`config.mk`:
```
export PLATFORM = sky130hd
export DESIGN_NAME = credito_venda
export DESIGN_NICKNAME = d
export VERILOG_FILES = /design/src/rtl/credito_pkg.sv /design/src/rtl/temp_inatividade.sv /design/src/rtl/credito_venda.sv
export SDC_FILE = /design/constraint.sdc
export NUM_CORES = 1
export LEC_CHECK = 0
export BUFFER_PORTS_ARGS = -buffer_cell sky130_fd_sc_hd__buf_2
export CAP_MARGIN = 20
export CORE_ASPECT_RATIO = 0.7
export CORE_MARGIN = 2
export CORE_UTILIZATION = 40
export DETAILED_ROUTE_END_ITERATION = 10
export GPL_TIMING_DRIVEN = 0
export PLACE_DENSITY = 0.6
export SYNTH_ARGS = -nofsm -noshare
export SYNTH_HDL_FRONTEND = slang
export SYNTH_SLANG_ARGS = --single-unit
```
`constraint.sdc`:
```
create_clock -name clk -period 7.11 [get_ports clk]
set_input_delay 1.0665 -clock clk [delete_from_list [all_inputs] [get_ports clk]]
set_output_delay 1.0665 -clock clk [all_outputs]
set_load 0.005 [all_outputs]
```
`src/rtl/credito_pkg.sv`:
```
// credito_pkg: states, bill codes/values and drink price table for credito_venda.
package credito_pkg;
  typedef enum logic [1:0] {OCIOSO, ACUMULA, PAGO, DEVOLVE} estado_t;
  localparam logic [2:0] COD_R2 = 3'b001;
  localparam logic [2:0] COD_R5 = 3'b010;
  localparam logic [2:0] COD_R10 = 3'b100;
  localparam logic [7:0] VAL_R2 = 8'd2;
  localparam logic [7:0] VAL_R5 = 8'd5;
  localparam logic [7:0] VAL_R10 = 8'd10;
  localparam logic [7:0] PRECO_0 = 8'd3;
  localparam logic [7:0] PRECO_1 = 8'd4;
  localparam logic [7:0] PRECO_2 = 8'd5;
  localparam logic [7:0] PRECO_3 = 8'd7;
  function automatic logic [7:0] preco_de(input logic [1:0] sel);
    return sel == 2'd0 ? PRECO_0 : sel == 2'd1 ? PRECO_1 : sel == 2'd2 ? PRECO_2 : PRECO_3;
  endfunction
  // Invalid codes map to 0, which doubles as the "not a bill" marker.
  function automatic logic [7:0] valor_de(input logic [2:0] cod);
    return cod == COD_R2 ? VAL_R2 : cod == COD_R5 ? VAL_R5 : cod == COD_R10 ? VAL_R10 : 8'd0;
  endfunction
endpackage

```
`src/rtl/temp_inatividade.sv`:
```
// temp_inatividade: inactivity counter; expira flags the cycle the count reaches LIMITE.
module temp_inatividade #(
  parameter int unsigned LIMITE = 15
) (
  input  logic clk,
  input  logic reset,
  input  logic clr,
  output logic expira
);
  localparam int W = $clog2(LIMITE + 1);
  logic [W-1:0] cnt;
  always_ff @(posedge clk or posedge reset)
    if (reset) cnt <= '0;
    else cnt <= clr ? '0 : cnt + 1'b1;
  assign expira = !clr && cnt == W'(LIMITE - 1);
endmodule

```
`src/rtl/credito_venda.sv`:
```
// credito_venda: credit accumulator and change-return stage of the vending machine.
// Optional inactivity refund enabled by defining CREDITO_TIMEOUT_EN.
module credito_venda
  import credito_pkg::*;
#(
  parameter int unsigned CRED_MAX = 30,
  parameter int unsigned TIMEOUT_CICLOS = 15
) (
  input  logic       clk,
  input  logic       reset,
  input  logic       cedula_valid,
  input  logic [2:0] cedula_cod,
  input  logic       sel_valid,
  input  logic [1:0] sel,
  input  logic       cancelar,
  input  logic       venda_ok,
  output logic [7:0] credito,
  output logic       valor_verificado,
  output logic       troco_pulso,
  output logic       rejeita,
  output logic       ocupado
);
  estado_t estado, estado_n;
  logic [7:0] preco, preco_n, credito_n, valor;
  logic [8:0] soma;
  logic vv_n, troco_n, rej_n, ocupado_n, aceita, expira;
  assign valor = valor_de(cedula_cod);
  assign soma = {1'b0, credito} + {1'b0, valor};
  assign aceita = cedula_valid && !cancelar && (estado == OCIOSO || estado == ACUMULA) &&
                  valor != 8'd0 && soma <= 9'(CRED_MAX);
`ifdef CREDITO_TIMEOUT_EN
  temp_inatividade #(.LIMITE(TIMEOUT_CICLOS)) u_temp (
    .clk(clk),
    .reset(reset),
    .clr(estado != ACUMULA || cedula_valid || sel_valid || cancelar),
    .expira(expira)
  );
`else
  assign expira = 1'b0 && (TIMEOUT_CICLOS != 0);
`endif
  always_comb begin
    estado_n = estado;
    credito_n = credito;
    preco_n = preco;
    vv_n = valor_verificado;
    troco_n = 1'b0;
    rej_n = cedula_valid && !aceita;
    case (estado)
      OCIOSO:
        if (aceita) begin
          credito_n = soma[7:0];
          estado_n = ACUMULA;
        end
      ACUMULA:
        if (cancelar || expira) begin
          estado_n = DEVOLVE;
          troco_n = 1'b1;
        end else if (aceita) credito_n = soma[7:0];
        else if (!cedula_valid && sel_valid && credito >= preco_de(sel)) begin
          preco_n = preco_de(sel);
          estado_n = PAGO;
          vv_n = 1'b1;
        end
      PAGO:
        if (cancelar) begin
          estado_n = DEVOLVE;
          troco_n = 1'b1;
          vv_n = 1'b0;
        end else if (venda_ok) begin
          credito_n = credito - preco;
          vv_n = 1'b0;
          troco_n = credito_n != 8'd0;
          estado_n = credito_n != 8'd0 ? DEVOLVE : OCIOSO;
        end
      DEVOLVE:
        if (credito == 8'd0) estado_n = OCIOSO;
        else if (troco_pulso) begin
          credito_n = credito - 8'd1;
          estado_n = credito == 8'd1 ? OCIOSO : DEVOLVE;
        end else troco_n = 1'b1;
    endcase
    ocupado_n = estado_n == PAGO || estado_n == DEVOLVE;
  end
  always_ff @(posedge clk or posedge reset)
    if (reset) begin
      estado <= OCIOSO;
      credito <= '0;
      preco <= '0;
      valor_verificado <= 1'b0;
      troco_pulso <= 1'b0;
      rejeita <= 1'b0;
      ocupado <= 1'b0;
    end else begin
      estado <= estado_n;
      credito <= credito_n;
      preco <= preco_n;
      valor_verificado <= vv_n;
      troco_pulso <= troco_n;
      rejeita <= rej_n;
      ocupado <= ocupado_n;
    end
endmodule

```
Word level (Yosys, flattened, before mapping)

Index checks and enable logic that the tools add are counted.

Add/sub/neg operators: 3
$lt $le $gt $ge: 2
Equal/unequal tests: 19
Muxes and demuxes: 36
Bitwise gates (word level): 2
Reduce and logical (&&, ||, !) cells: 21

Operators with widths:

| cell                                                                             | count |
|---|---|
| 8-bit 2-to-1 mux                                                                 | 6 |
| 8-bit case mux with 4 select lines                                               | 1 |
| 2-bit 2-to-1 mux                                                                 | 12 |
| 8-bit nonzero test                                                               | 2 |
| 4-bit 2-to-1 mux                                                                 | 3 |
| 2-bit inequality test, second input constant                                     | 6 |
| 2-bit == test, second input constant                                             | 5 |
| 1-bit 2-to-1 mux                                                                 | 10 |
| 5-bit AND reduction                                                              | 2 |
| 8-bit by 4-bit adder with 9-bit output                                           | 1 |
| 9-bit by 5-bit less-or-equal comparator with 1-bit output, second input constant | 1 |
| 8-bit by 1-bit == test with 1-bit output, second input constant                  | 1 |
| 8-bit greater-or-equal comparator                                                | 1 |
| 8-bit logical NOT                                                                | 1 |
| 2-bit case mux with 4 select lines                                               | 1 |
| 8-bit by 1-bit subtractor with 8-bit output, second input constant               | 1 |
| 8-bit subtractor                                                                 | 1 |
| 1-bit logical AND                                                                | 7 |
| 2-bit by 1-bit == test with 1-bit output, second input constant                  | 2 |
| 2-bit logical NOT                                                                | 2 |
| 4-bit AND reduction                                                              | 1 |
| 3-bit by 1-bit == test with 1-bit output, second input constant                  | 1 |
| 3-bit by 2-bit == test with 1-bit output, second input constant                  | 1 |
| 3-bit == test, second input constant                                             | 1 |
| other kinds (9)                                                                  | 13 |

Flip-flop bits (word level): 22
Input port bits: 11
Output and inout bits: 12
Logic and storage cells: 90

Longest topological paths before layout

Gate-level depths: netlist of the first run.

Depth after elaboration: 12
Mapped depth: 10
Mapped depth without buffers: 10

Least setup slack after synthesis of the first run

Ideal clock, no wire load.

Path kind: in2reg
From: in cedula_cod[0]
To: reg credito[2]
Setup time: 147 ps
Arrival time: 3518 ps
Data required time: 6963 ps
Slack: 3445 ps
Stages: 10
Path buffers: 0
Cells stage by stage: nor3b_1 -> ha_1 -> inv_1 -> fa_1 -> or3b_1 -> a2111o_1 -> a211oi_2 -> nor4_4 -> o21ai_2 -> a221oi_1

Longest elaborated chain between the ends: 10
Elaborated cells on any way between the ends: 14
Those cells by class: add/sub (1); order compare (1); eq/ne (3); mux (6); reduce/logical (3)

Ends and longest elaborated chain:

| element                                                                                        | line                                     | source |
|---|---|---|
| start: declaration                                                                             | credito_venda.sv:12                      | `input logic [2:0] cedula_cod,` |
| 3-bit == test                                                                                  | credito_pkg.sv:19                        | `return cod == COD_R2 ? VAL_R2 : cod == COD_R5 ? VAL_R5 : cod == COD_R10 ? VAL_R10 : 8'd0;` |
| 4-bit 2-to-1 mux (2 in series)                                                                 | credito_pkg.sv:19                        |  |
| 4-bit 2-to-1 mux (*)                                                                           | credito_pkg.sv:19                        |  |
| 8-bit by 4-bit adder with 9-bit output or 8-bit nonzero test (tied branches)                   | credito_venda.sv:28, credito_venda.sv:30 |  |
| 9-bit by 5-bit less-or-equal comparator with 1-bit output or 1-bit logical AND (tied branches) | credito_venda.sv:30, credito_venda.sv:29 |  |
| 1-bit logical AND                                                                              | credito_venda.sv:30                      | `valor != 8'd0 && soma <= 9'(CRED_MAX);` |
| 8-bit 2-to-1 mux (*)                                                                           | credito_venda.sv:50, credito_venda.sv:58 |  |
| 8-bit 2-to-1 mux                                                                               | credito_venda.sv:55                      | `if (cancelar \|\| expira) begin` |
| 8-bit case mux with 4 select lines (*)                                                         | credito_venda.sv:48                      | `case (estado)` |
| end signal: assignment                                                                         | credito_venda.sv:95                      | `credito <= credito_n;` |
| end: declaration                                                                               | credito_venda.sv:17                      | `output logic [7:0] credito,` |

Mark *: on every way between the ends. The rest lies on a longest branch, timed or not. The select of a mux whose other input is x is not followed.
A chain may end at the register's enable or synchronous reset.

Worst setup path after layout of the first run

Ends and elaborated chain as after synthesis.

==> reports/metrics.yaml, run 1 <==
worst_setup_path:
  end_kind: "register"
  slowest_stage: "fa_1"
  max_stage_delay_ps: 470
  critPathMaxFanout: 8
  path_cells: "buf_2, nor3b_1, ha_1, inv_1, fa_1, or3b_1, a2111o_1, a211oi_2, nor4_4, o21ai_2, a221oi_1"
  start_kind: "input port"
  cp.arrival_ps: 4040
  path_class: "input port to register"
  worstPathRequired_ps: 7220
clock_tree:
  clkTransAtPathRegs_ps: 70
  clk_latency_ps: 260
  cts_setup_buffers: 0
  cts.hold.buffers_added: 0
  clock_sinks: 17
  htree_levels: 1
  cts_made_buffers: 3
  cts_root_buf: "clkbuf_8"
  cts_max_path_buffers: 2
  cts_tree: "built"
  cts_resized: 0
route:
  route.detailed.drc: 0
  ant_nets: 0
  dr_total_vias: 1466
  detail_route.wl_per_cell_um: 14.8
  drt-initial-drc-count: 112
  wl_um: 3930
  routed_via_density: 5.51
  first_pass_iters: 4
sta:
  grt_setup_unrepaired: "no"
  final.min_clock_period_ps: 3920
  slew_viol_final: 0
  max_freq_mhz: 255
  min_period_over_period_pct: 55.2
  fin_ws_ps: 3190
  fin_setup_tns_ps: 0
  worst_slew_pin_slew_ps: 872
  setup_viol: 0
  fin_skew_ps: 5.53
  finalHoldViolCount: 0
  slew_headroom_pct: 41.5
global_route:
  grt_pass1_vias: 1371
  grt_max_degree: 18
  antenna_found_initial: 0
  grtUsageTotal_pct: 19.0
  grt_overflow: 0
  grt_pass1_wl_um: 6760
placement:
  placed_cell_area_um2: 1810
  place.gp.congestion: 0.831
  dp_hpwl_um: 3120
  place_ws_ps: 2910
  portBuffers: 21
power_and_ir_drop:
  ir_worst_vdd_uv: 192
  pwr_density_cell_nw_per_um2: 384
  power.leakage_nw: 0.819
  p_total_mw: 0.711
yosys:
  syn_area_um2: 1640
  ys_warn_count: 0
  syn_inst: 189
  yosysTopAreaCell: "dfrtp_1"
  ys_ff_latch: 17
  synth.distinct_cells: 59
  seq_area_frac_synth_pct: 26.0
  yosysTopAreaCellShare_pct: 26.0
  ys.flop_type: "dfrtp_1"
  synthArstFlopShare_pct: 100
  synth-edff-count: 0
  synth_fp_nets: 216
  avgSynthCellArea_um2: 8.65
  synth.area.top_cells: "dfrtp_1, ha_1, inv_1, a21oi_1, nand2b_1"
floorplan:
  die_y_um: 57.5
  die-area_um2: 4620
  core_area_um2: 3920
  ioPinCount: 23
  die_w_um: 80.4
  rows: 19
  initial_utilization_pct: 41.7
hold_path:
  hold_class: "register to register"
status:
  status: "completed"
finish:
  nets: 242
  diodes: 0
  syn_to_final_growth_pct: 13.2
  layout_common_cells: "buf_2, inv_1, dfrtp_1"
  fin_area_um2: 1850
  layout_commonest_cell: "buf_2"
  drive_above_1_share_pct: 17.3
run:
  cap_violations: 0
==> critical path, delay by kind of cell <==
| family | cells | cell delay [ps] |
|---|---|---|
| and+or+nand+nor | 3 | 990 |
| buffers and inverters | 2 | 190 |
| AOI/OAI and AO/OA | 4 | 1040 |
| adders and majority gates | 2 | 760 |
==> cells in the mapped netlist (all sizes together) (4+ instances only) <==
library cell  count
a211oi            4
nand3             9
inv              19
xnor2             4
nor2b             4
clkbuf            4
a21oi            13
nor3              4
nor2              7
nand2b            8
mux2i             4
nand2             9
nor4              4
dfrtp            17
o21ai             9
xor2              5
ha               14
buf               4
==> stage by stage <==
| step | hold WS, ps | utilization [%] | cells |
|---|---|---|---|
| 6_report | 503 | 47.2 | 266 |
| 5_1_grt | 520 | 47.2 | 266 |
| 4_1_cts | 506 | 47.2 | 266 |
| 3_5_place_dp | 489 | 46.0 | 262 |
| 3_3_place_gp | 490 | 46.0 | 262 |
| 2_1_floorplan | 468 | - | 189 |
==> area by class of cell <==
cell class	instances	area, µm²
repair buffers	21	105
multi-input cells	145	1100
fillers	394	2070
clock buffers	3	41.3
clock inverters	1	5.00
plain buffers	8	35.0
inverters	19	71.3
well taps	52	65.1
flip-flops and latches	17	425
==> final timing paths <==
path	slack, ps	end	depth (start not counted)	startpoint
max in group asynchronous	5770	credito[1]	2	reset
hold / removal	500	preco[0]	1	preco[0]
min in group asynchronous	900	estado[1]	2	reset
setup reg to reg	4170	credito[2]	9	credito[0]
setup / recovery	3190	credito[2]	11	cedula_cod[0]
hold reg to reg	500	preco[0]	1	preco[0]
==> flip-flops by register name (all words and copies together), names as in the netlist <==
register,flops
valor_verificado,1
estado,2
preco,3
rejeita,1
credito,8
ocupado,1
troco_pulso,1
==> layer usage <==
layer,GRT usage (%),routed length [µm],vias up
li1,-,-,743
met1,30.5,2110,685
met2,25.8,1570,34
met3,4.11,225,4
met4,3.87,29,0
met5,0,0,-
==> kinds of logic (layout without fill, tap and decap cells) <==
kind of cell               after synthesis  after routing  share of synthesized area, %
buffers and inverters                   27             52                          6.50
AOI/OAI and AO/OA                       51             51                          22.8
and+or+nand+nor                         64             64                          23.6
DFF                                     17             17                          26.0
xor gates and xnor gates                 9              9                          4.82
adders and majority gates               16             16                          13.2
muxes                                    5              5                          3.14
==> where the power goes <==
part	leakage, nW	total [mW]	switching (mW)	internal, mW
Combinational	0.602	0.463	0.269	0.195
Sequential	0.192	0.172	0.0394	0.133
Clock	0.0255	0.0761	0.0371	0.0390
Total	0.819	0.711	0.345	0.366
No activity file was read; power rests on OpenSTA's default activity.
==> run 2: changes to the inputs <==
--- a/config.mk
+++ b/config.mk
@@ -5,6 +5,7 @@
 export SDC_FILE = /design/constraint.sdc
 export NUM_CORES = 1
 export LEC_CHECK = 0
+export ABC_AREA = 1
 export BUFFER_PORTS_ARGS = -buffer_cell sky130_fd_sc_hd__buf_2
 export CAP_MARGIN = 20
 export CORE_ASPECT_RATIO = 0.7
==> constraint.sdc (replaced) <==
create_clock -name clk -period 3.9 [get_ports clk]
set_input_delay 0.585 -clock clk [delete_from_list [all_inputs] [get_ports clk]]
set_output_delay 0.585 -clock clk [all_outputs]
set_load 0.005 [all_outputs]
==> run 2 against run 1 <==
Clock power increased by 85%. Die area increased by 12%. Utilization decreased by 0.095 points. Largest cell class unchanged. Highest routed layer unchanged. Critical endpoint is now credito[6].
==> reports/metrics.yaml, run 2 <==
finish:
  drive_above_1_share_pct: 17.5
  seq_area_um2: 425
  largest_reg_flops: 8
  multi_input_area_um2: 1180
  diodes: 0
  regMostFlops: "credito"
  syn_to_final_growth_pct: 12.2
  reg_top3: "credito x8, preco x3, estado x2"
  nets: 336
  n_fill_cell: 474
  fin_area_um2: 2060
  layout_commonest_cell: "nand2_1"
  layout_common_cells: "nand2_1, nand3_1, inv_1"
floorplan:
  die_y_um: 60.7
  core_area_um2: 4380
  ioPinCount: 23
  rows: 20
  die_w_um: 85.1
  initial_utilization_pct: 42.0
  die-area_um2: 5170
power_and_ir_drop:
  power_frac_clock_pct: 8.2
  pwr-share-comb_pct: 72.0
  power.leakage_nw: 1.15
  seqPwrFrac_pct: 19.8
  ir_worst_vdd_uv: 414
  p_total_mw: 1.72
  p_sw_share_pct: 55.9
  pwr_density_cell_nw_per_um2: 835
  p_switching_mw: 0.964
  internal_power_mw: 0.759
yosys:
  yosysTopAreaCell: "dfrtp_1"
  synth_fp_nets: 309
  ys_ff_latch: 17
  yosysTopAreaCellShare_pct: 23.1
  synth.area.top_cells: "dfrtp_1, nand2_1, nand3_1, ha_1, inv_1"
  avgSynthCellArea_um2: 6.52
  synth.distinct_cells: 30
  syn_area_um2: 1840
  syn_inst: 282
  ys_warn_count: 0
  ys.flop_type: "dfrtp_1"
  synthArstFlopShare_pct: 100
  synth-edff-count: 0
  seq_area_frac_synth_pct: 23.1
  synth_common_cells: "nand2_1, nand3_1, inv_1"
  synth_most_common_cell: "nand2_1"
clock_tree:
  cts_tree: "built"
  clock_sinks: 17
  htree_levels: 1
  clkTransAtPathRegs_ps: 70
  cts_max_path_buffers: 2
  cts_setup_buffers: 0
  cts_resized: 0
  clk_latency_ps: 260
  cts_made_buffers: 3
  cts_root_buf: "clkbuf_8"
  cts.hold.buffers_added: 0
placement:
  portBuffers: 22
  dp_hpwl_um: 3930
  place.gp.congestion: 0.833
  placed_cell_area_um2: 2020
global_route:
  grt_use_met3_pct: 4.22
  busiest_layer: "met2"
  met2_usage_pct: 32.0
  use_met1_pct: 29.7
  grtUsageTotal_pct: 20.3
  grt_pass1_vias: 1687
  grt_pass1_wl_um: 8180
  grt_max_degree: 18
  antenna_found_initial: 0
  grt_overflow: 0
sta:
  final.min_clock_period_ps: 2570
  min_period_over_period_pct: 66.0
  worst_slew_pin_slew_ps: 722
  finalHoldViolCount: 0
  fin_skew_ps: 4.20
  slew_headroom_pct: 51.8
  slew_viol_final: 0
  fin_setup_tns_ps: 0
  setup_viol: 0
  grt_setup_unrepaired: "no"
  max_freq_mhz: 388
run:
  cap_violations: 0
route:
  detail_route.wl_per_cell_um: 13.5
  ant_nets: 0
  dr_total_vias: 1856
  wl_um: 4920
  routed_via_density: 5.11
  drt-initial-drc-count: 92
  route.detailed.drc: 0
  first_pass_iters: 5
status:
  status: "completed"
worst_setup_path:
  r2r_slack_ps: 1430
  path_class: "input port to register"
  cp-endpoint: "credito[6]"
  start_kind: "input port"
  crit_start: "cedula_cod[0]"
  worstPathRequired_ps: 4060
  reg2regPathDepth: 14
  end_kind: "register"
  r2r_start: "credito[0]"
  r2r-end: "troco_pulso"
  cp.arrival_ps: 2730
  critPathMaxFanout: 9
hold_path:
  hold_class: "input port to asynchronous set/reset pin"
[run 2: power groups by stage]
stage	combinational [mW]	clock (mW)	sequential [mW]
3_5_place_dp	1.22	0	0.340
4_1_cts	1.23	0.146	0.339
6_report	1.24	0.141	0.341
5_1_grt	1.41	0.150	0.349
3_3_place_gp	1.21	0	0.340
2_1_floorplan	0.916	0	0.327
[run 2: per-stage QoR]
stage | utilization, % | hold WS, ps | std cells | worst slack (ps)
2_1_floorplan | - | 453 | 282 | 1520
3_3_place_gp | 46.1 | 452 | 359 | 1090
3_5_place_dp | 46.1 | 460 | 359 | 1080
4_1_cts | 47.1 | 460 | 363 | 1350
5_1_grt | 47.1 | 497 | 363 | 1120
6_report | 47.1 | 429 | 363 | 1330
[run 2: per-layer routing]
| metal | wire length, µm | part of all wire [%] |
|---|---|---|
| met3 | 268 | 5.5 |
| met1 | 2560 | 52 |
| met4 | 25 | 0.51 |
| met5 | 0 | 0 |
| met2 | 2060 | 42 |
[run 2: area by class of cell]
| class | instances | share of cell area, % |
|---|---|---|
| plain buffers | 5 | 2.55 |
| clock buffers | 4 | 2.18 |
| inverters | 48 | 8.85 |
| multi-input cells | 212 | 57.1 |
| flip-flops and latches | 17 | 20.6 |
| well taps | 55 | 3.34 |
| repair buffers | 22 | 5.34 |
[run 2: worst max-delay path, stage by stage]
cell and delay, ps:
buf_2 110, inv_1 70, nand3_1 80, inv_1 90, ha_1 180, inv_1 60
fa_1 410, inv_1 110, nand3_1 90, nand3_1 100, nand2_1 70, nand3_1 80
nand2_1 70, nor2_2 150, nand2_2 80, nand2_4 130, nand2_4 110, nand2_1 80
nand2_1 50
[run 2: worst min-delay path by stage]
stage                                 from               end  slack, ps
final                                reset         estado[0]        430
after floorplan                   preco[1]          preco[1]        450
after CTS                            reset         estado[0]        460
after global placement    valor_verificado  valor_verificado        450
after global routing                 reset         estado[0]        500
after detailed placement  valor_verificado  valor_verificado        460
[run 2: logic make-up (layout without fill, tap and decap cells)]
logic type | count (synthesis) | after routing | share of synthesized area, %
AND/OR/NAND/NOR | 169 | 169 | 42.6
adder cells (fa/ha/maj) | 16 | 16 | 11.7
AO/OA/AOI/OAI | 25 | 25 | 8.84
XOR/XNOR | 2 | 2 | 0.953
flip-flops | 17 | 17 | 23.1
buffers and inverters | 53 | 79 | 12.8
==> run 3: changes to the inputs <==
--- a/config.mk
+++ b/config.mk
@@ -13,7 +13,7 @@
 export CORE_UTILIZATION = 40
 export DETAILED_ROUTE_END_ITERATION = 10
 export GPL_TIMING_DRIVEN = 0
-export PLACE_DENSITY = 0.6
+export PLACE_DENSITY = 0.62
 export SYNTH_ARGS = -nofsm -noshare
 export SYNTH_HDL_FRONTEND = slang
 export SYNTH_SLANG_ARGS = --single-unit
==> constraint.sdc (replaced) <==
create_clock -name clk -period 2.2 [get_ports clk]
set_input_delay 0.33 -clock clk [delete_from_list [all_inputs] [get_ports clk]]
set_output_delay 0.33 -clock clk [all_outputs]
set_load 0.005 [all_outputs]
==> run 3 against run 2 <==
Utilization increased by 4.6 points. Via count rose by 2.5%. Sequential cell count is the same. Largest power group unchanged. Final cell count up 3.0%. Critical path type is now register to register.
==> reports/metrics.yaml, run 3 (synthesized netlist as in run 2, its figures left out) <==
placement:
  portBuffers: 22
  placed_cell_area_um2: 2020
  place_ws_ps: -362
  dp_hpwl_um: 3730
  dp.cells: 359
  place.gp.congestion: 0.865
floorplan:
  die_w_um: 85.1
  rows: 20
  ioPinCount: 23
  core_area_um2: 4380
  die_y_um: 60.7
  initial_utilization_pct: 42.0
  die-area_um2: 5170
sta:
  fin_setup_tns_ps: 0
  final.min_clock_period_ps: 2140
  finalHoldViolCount: 0
  setup_viol: 0
  fin_ws_ps: 55.9
  slew_viol_final: 0
  max_freq_mhz: 466
  fin_skew_ps: 6.22
  slew_headroom_pct: 51.2
  grt_setup_unrepaired: "yes"
  worst_slew_pin_slew_ps: 730
  min_period_over_period_pct: 97.5
  timing.hold.ws_ps: 174
worst_setup_path:
  path_class: "register to register"
  start_kind: "register"
  worstPathRequired_ps: 2360
  cp.arrival_ps: 2300
  critPathMaxFanout: 8
  end_kind: "register"
power_and_ir_drop:
  pwr_density_cell_nw_per_um2: 1490
  power.leakage_nw: 1.21
  ir_worst_vdd_uv: 644
  p_total_mw: 3.37
global_route:
  grt_overflow: 0
  grt_max_degree: 18
  grt_pass1_wl_um: 8110
  grtUsageTotal_pct: 20.3
  antenna_found_initial: 0
  grt_pass1_vias: 1622
finish:
  diodes: 0
  fin_area_um2: 2260
  layout_commonest_cell: "nand2_1"
  syn_to_final_growth_pct: 23.1
  reg_top3: "credito x8, preco x3, estado x2"
  layout_common_cells: "nand2_1, nand3_1, inv_1"
  drive_above_1_share_pct: 29.8
  nets: 347
  largest_reg_flops: 8
  utilization_pct: 51.7
  post_layout_nonfiller_instances: 374
  regMostFlops: "credito"
route:
  first_pass_iters: 4
  dr_total_vias: 1903
  ant_nets: 0
  drt-initial-drc-count: 101
  route.detailed.drc: 0
  wl_um: 4900
  detail_route.wl_per_cell_um: 13.1
  routed_via_density: 5.09
clock_tree:
  clkTransAtPathRegs_ps: 80
  cts_root_buf: "clkbuf_8"
  clock_sinks: 17
  htree_levels: 1
  cts_made_buffers: 3
  cts_max_path_buffers: 2
  clk_latency_ps: 260
  cts_tree: "built"
hold_path:
  hold_class: "input port to asynchronous set/reset pin"
run:
  cap_violations: 0
status:
  status: "completed"
## run 3: cell types whose count changed in the layout (fill, tap and decap cells not counted), moves of 3 or more
cell	delta
buf_4	+10
nand2_1	-10
nand2_2	+10
inv_1	-6
inv_2	+5
nand3_1	-4
nand3_2	+4
ha_1	-3
## run 3: critical path: stages, from the launching register on
cell	delay [ps]
dfrtp_1	420
ha_2	210
inv_2	40
fa_2	390
inv_2	80
nand4_1	100
o211ai_1	110
nand2_1	130
nor2_4	170
nand2_4	90
nand2_8	100
nand2_8	80
nand2_1	70
nand2_1	40
## run 3: what timing repair did
action,4_1_cts,5_1_grt
gates cloned,1,0
hold buffers,0,0
pin swaps,3,11
buffers inserted,5,5
endpoints found under the setup margin,12,16
resized for setup,7,31
## run 3: final timing paths
path	start	end	slack, ps	depth (start not counted)
worst min register to register	valor_verificado	valor_verificado	480	2
min in group clk	cedula_valid	rejeita	370	3
max in group asynchronous	reset	credito[1]	1510	2
worst min-delay path	reset	rejeita	170	2
worst max-delay path	credito[0]	credito[3]	60	13
worst max register to register	credito[0]	credito[3]	60	13
## run 3: report_power, final
part	switching, mW	total, mW	internal (mW)
Sequential	0.135	0.589	0.454
Clock	0.127	0.256	0.129
Combinational	1.57	2.52	0.955
## run 3: layout make-up
cell class	count	area, µm²
multi-input combinational	213	1300
sequential	17	428
timing repair buffer	32	185
tap	55	68.8
inverter	48	185
buffer	5	52.6
fill	462	2120
clock buffer	4	45.0
## run 3: layer usage
layer	wire (µm)	up-vias	track usage, %
met1	2600	866	31.4
met3	292	2	4.08
li1	-	995	-
met2	1990	40	30.0
met4	16	0	2.72
met5	0	-	0
